===== config.mk =====
export PLATFORM = sky130hd
export DESIGN_NAME = pulse_density_gen
export DESIGN_NICKNAME = d
export VERILOG_FILES = /design/src/rtl/pulse_density_gen.sv
export SDC_FILE = /design/constraint.sdc
export NUM_CORES = 1
export LEC_CHECK = 0
export BUFFER_PORTS_ARGS = -buffer_cell sky130_fd_sc_hd__buf_2
export CAP_MARGIN = 20
export CORE_UTILIZATION = 50
export DETAILED_ROUTE_END_ITERATION = 8
export GPL_TIMING_DRIVEN = 0
export MAX_ROUTING_LAYER = met4
export PLACE_DENSITY = 0.76
export SYNTH_ARGS = -nofsm -noshare
export SYNTH_HDL_FRONTEND = slang
export SYNTH_SLANG_ARGS = --single-unit

===== constraint.sdc =====
create_clock -name CLK -period 5.45 [get_ports CLK]
set_input_delay 0.545 -clock CLK [delete_from_list [all_inputs] [get_ports CLK]]
set_output_delay 0.545 -clock CLK [all_outputs]
set_load 0.01 [all_outputs]

===== src/rtl/pulse_density_gen.sv =====
// Pulse-density stream generator: emits exactly `density` ones per WINDOW cycles,
// spread evenly by a first-order accumulator, with lead-in wait, run length and abort.
module pulse_density_gen #(
    parameter int WINDOW      = 5000,
    parameter int CNT_W       = 15,
    parameter int WAIT_CYCLES = 0
) (
    input  logic             CLK,
    input  logic             RST_N,
    input  logic             start,
    input  logic             stop,
    input  logic [CNT_W-1:0] density,
    input  logic [15:0]      n_windows,
    output logic             out,
    output logic             busy,
    output logic             done,
    output logic [15:0]      win_cnt
);

    localparam int ACC_W  = CNT_W + 1;
    localparam int WAIT_W = (WAIT_CYCLES > 1) ? $clog2(WAIT_CYCLES) : 1;

    localparam logic [1:0] S_IDLE = 2'd0;
    localparam logic [1:0] S_WAIT = 2'd1;
    localparam logic [1:0] S_GEN  = 2'd2;

    localparam logic [CNT_W-1:0]  WIN_D     = CNT_W'(WINDOW);
    localparam logic [CNT_W-1:0]  WIN_LAST  = CNT_W'(WINDOW - 1);
    localparam logic [ACC_W-1:0]  WIN_A     = ACC_W'(WINDOW);
    localparam logic [WAIT_W-1:0] WAIT_LAST = WAIT_W'((WAIT_CYCLES > 0) ? WAIT_CYCLES - 1 : 0);

    logic [1:0]        r_state;
    logic [CNT_W-1:0]  r_dens;
    logic [15:0]       r_nwin;
    logic [ACC_W-1:0]  r_acc;
    logic [CNT_W-1:0]  r_phase;
    logic [WAIT_W-1:0] r_wait;

    logic [CNT_W-1:0] w_dclamp;
    logic [CNT_W-1:0] w_d_sel;
    logic [ACC_W-1:0] w_acc_sel;
    logic [ACC_W-1:0] w_sum;
    logic [ACC_W-1:0] w_acc_nx;
    logic             w_hit;
    logic             w_last_win;

    // The bit for the phase being entered is computed one edge early so that
    // the registered output lines up with the phase it belongs to. Entering
    // phase 0 (from IDLE, WAIT or a window wrap) always starts from acc=0.
    always_comb begin
        w_dclamp   = (density > WIN_D) ? WIN_D : density;
        w_d_sel    = (r_state == S_IDLE) ? w_dclamp : r_dens;
        w_acc_sel  = (r_state == S_GEN) ? r_acc : '0;
        w_sum      = w_acc_sel + {1'b0, w_d_sel};
        w_hit      = (w_sum >= WIN_A);
        w_acc_nx   = w_hit ? (w_sum - WIN_A) : w_sum;
        w_last_win = (r_nwin != '0) && ((win_cnt + 16'd1) == r_nwin);
    end

    always_ff @(posedge CLK or negedge RST_N) begin
        if (!RST_N) begin
            r_state <= S_IDLE;
            r_dens  <= '0;
            r_nwin  <= '0;
            r_acc   <= '0;
            r_phase <= '0;
            r_wait  <= '0;
            out     <= 1'b0;
            busy    <= 1'b0;
            done    <= 1'b0;
            win_cnt <= '0;
        end else begin
            done <= 1'b0;
            case (r_state)
                S_IDLE: begin
                    out <= 1'b0;
                    if (start && !stop) begin
                        r_dens  <= w_dclamp;
                        r_nwin  <= n_windows;
                        win_cnt <= '0;
                        r_phase <= '0;
                        r_wait  <= '0;
                        busy    <= 1'b1;
                        if (WAIT_CYCLES > 0) begin
                            r_state <= S_WAIT;
                            r_acc   <= '0;
                        end else begin
                            r_state <= S_GEN;
                            out     <= w_hit;
                            r_acc   <= w_acc_nx;
                        end
                    end
                end
                S_WAIT: begin
                    if (stop) begin
                        r_state <= S_IDLE;
                        busy    <= 1'b0;
                        out     <= 1'b0;
                    end else if (r_wait == WAIT_LAST) begin
                        r_state <= S_GEN;
                        r_phase <= '0;
                        out     <= w_hit;
                        r_acc   <= w_acc_nx;
                    end else begin
                        r_wait <= r_wait + 1'b1;
                    end
                end
                S_GEN: begin
                    if (stop) begin
                        r_state <= S_IDLE;
                        busy    <= 1'b0;
                        out     <= 1'b0;
                    end else if (r_phase == WIN_LAST) begin
                        r_phase <= '0;
                        win_cnt <= win_cnt + 16'd1;
                        if (w_last_win) begin
                            r_state <= S_IDLE;
                            busy    <= 1'b0;
                            done    <= 1'b1;
                            out     <= 1'b0;
                            r_acc   <= '0;
                        end else begin
                            out   <= w_hit;
                            r_acc <= w_acc_nx;
                        end
                    end else begin
                        r_phase <= r_phase + 1'b1;
                        out     <= w_hit;
                        r_acc   <= w_acc_nx;
                    end
                end
                default: begin
                    r_state <= S_IDLE;
                    busy    <= 1'b0;
                    out     <= 1'b0;
                end
            endcase
        end
    end

endmodule


==> impl_metrics.yaml <==
run_status:
  outcome: "complete, no violations"
sta:
  finalCritPeriodShare: 0.902
  drv_slew: 0
  hold_viol_final: 0
  rsz0062_at_grt: "no"
  finalCriticalPeriod_ps: 4920
  worst_pin_slew_ps: 712
  slew_headroom: 0.513
  setup_ws_ps: 535
  fin_tns_setup_ps: 0
  setup_viol: 0
  clock.fmax_mhz: 203
  fin_skew_ps: 14.5
finish:
  design_area_mm2: 0.00613
  drive_gt1_frac: 0.130
  area_growth_pct: 12.3
  finalNetCount: 767
  diodes: 0
pwr:
  swShare: 0.362
  clockPowerShare: 0.239
  p_leak_nw: 2.76
  p_switching_w: 0.000701
  p_seq_frac: 0.383
  power_w: 0.00194
  powerDensity_mw_per_mm2: 316
  power.internal_w: 0.00124
  comb_power_share: 0.378
  irDropWorstVdd_mv: 0.144
run:
  drv_cap: 0
clocking:
  ctsHoldBuffers: 0
  clk_path_buf_depth: 2
  cts_resized: 0
  clock_latency_ps: 370
  htree_levels: 3
  path_clk_slew_ps: 90
  cts_made_buffers: 9
  root_buffer: "clkbuf_8"
  cts.sink_count: 81
  postCtsSetupBuffers: 0
  cts_tree: "done"
synth:
  yosysUniqueCellTypes: 69
  synth_common_cells: "nand2_1, dfrtp_1, o21ai_0, nor2_1, clkbuf_1"
  syn_nets: 702
  synthArstFlopShare: 1.00
  ys.flop_type: "dfrtp_1"
  synthCells: 648
  synth.area.top_cells: "dfrtp_1, nand2_1, o21ai_0"
  synth_most_common_cell: "nand2_1"
  synth_top_area_cell: "dfrtp_1"
  yosysSeqAreaShare: 0.371
  synth.yosys.warnings: 0
  synth_top_area_share: 0.371
  synth_area_mm2: 0.00546
  syn_area_per_cell_um2: 8.43
  synth-edff-count: 0
  ys_seq_elements: 81
worst_setup_path:
  r2r_end: "r_acc[15]"
  worstRegToRegCells: 18
  reg2reg_slack_ps: 530
  worst_setup_path_start_kind: "flip-flop"
  cp-end-kind: "flip-flop"
  cp.arrival_ps: 5230
  required_ps: 5760
  regToRegStartpoint: "busy"
  cp_max_fo: 10
  worst-setup-path-type: "flip-flop to flip-flop"
routing:
  detail-route-antenna-nets: 0
  drc: 0
  drt-wirelength-per-cell_um: 15.6
  routed_via_density: 5.85
  drtPass1Iterations: 4
  vias: 4997
  finalWirelength_um: 13300
  drt_iter0_drc: 310
global_routing:
  grt_pass1_wl_um: 22600
  grt_max_degree: 50
  antenna_found_initial: 0
  track_usage: 0.258
  grt.overflow.total: 0
  grt_pass1_vias: 4713
placed_design:
  port_buffers: 53
  place_ws_ps: 434
  finalWeightedCongestion: 0.935
  place_area_mm2: 0.00593
  dp_hpwl_um: 10100
floorplanning:
  die_area_mm2: 0.0113
  placementRows: 37
  core-area_mm2: 0.0105
  die_w_um: 107
  die_y_um: 107
  io_pins: 54
  start_util: 0.522
min_path:
  worstHoldPathType: "input port to asynchronous set/reset pin"
## how the worst max path moves through the flow
stage,end,from,depth (start not counted)
after detailed placement,r_acc[15],density[0],22
after global placement,r_acc[15],density[0],22
after global routing,r_acc[15],busy,18
after floorplan,r_acc[13],density[0],20
final,r_acc[15],busy,18
after CTS,r_acc[15],busy,18
## power by group through the flow
| stage | combinational (W) | sequential, W | clock [W] |
|---|---|---|---|
| CTS | 0.000724 | 0.000741 | 0.000476 |
| floorplan | 0.000576 | 0.000733 | 0 |
| detailed placement | 0.000724 | 0.000750 | 0 |
| finish | 0.000732 | 0.000743 | 0.000464 |
| global placement | 0.000694 | 0.000751 | 0 |
| global route | 0.000808 | 0.000752 | 0.000498 |
## cell usage in the layout, fill, tap and decap left out, drive strengths merged, types with 4 or more instances in the layout
cell type / count
nor2: 34
inv: 15
nor2b: 6
a22o: 17
o211ai: 6
clkbuf: 40
xnor2: 20
dfrtp: 81
nand2b: 7
buf: 61
nand4: 11
xor2: 23
ha: 18
or3: 4
mux2i: 5
a2111oi: 4
nand2: 118
a21oi: 23
a211oi: 9
a21o: 8
and3: 8
o21a: 4
and2: 21
o41ai: 9
o21ai: 62
nand3: 24
o31ai: 10
nor4: 8
nor3: 23
## flip-flops by register name, indices dropped and copies added, names as in the netlist
name / cells
r_dens: 15
done: 1
out: 1
r_acc: 16
win_cnt: 16
r_phase: 15
busy: 1
r_nwin: 16
## layer usage
layer	track usage	vias up	wire length, um
li1	-	2462	-
met1	0.359	2385	6480
met2	0.386	137	6020
met3	0.0343	13	588
met4	0.0930	0	194
met5	-	-	0
## through the flow
stage | std cells | utilization | hold slack (ps)
3_3_place_gp | 837 | 0.564 | 462
5_1_grt | 854 | 0.586 | 137
2_1_floorplan | 648 | - | 249
4_1_cts | 854 | 0.586 | 119
6_report | 854 | 0.586 | 118
3_5_place_dp | 838 | 0.566 | 468
## kinds of logic after synthesis
group | share of synthesized area
buf+inv | 0.0390
mux | 0.0112
flops | 0.371
simple gates | 0.245
fa+ha+maj | 0.0449
xor+xnor | 0.0717
compound gates | 0.217
## critical path: stages, from the launching register on
cell	delay, ps
dfrtp_1	340
clkbuf_1	300
clkbuf_1	450
buf_1	490
o21ai_0	190
ha_1	260
inv_1	70
fa_1	210
and2b_1	230
o21ai_0	230
nand2b_1	100
xnor2_1	150
ha_1	240
a21boi_1	160
a2111oi_0	700
o31ai_1	210
nand3_1	150
mux2i_1	230
a22o_1	150
## area by class of cell
type                            count  area, um2
Sequential cell                    81       2030
Fill cell                         944       4330
Multi-Input combinational cell    517       3220
Clock inverter                      4       51.3
Buffer                             35        156
Clock buffer                       12        155
Tap cell                          136        170
Timing Repair Buffer               54        295
Inverter                           15       56.3
(Power assumes the default switching activity.)
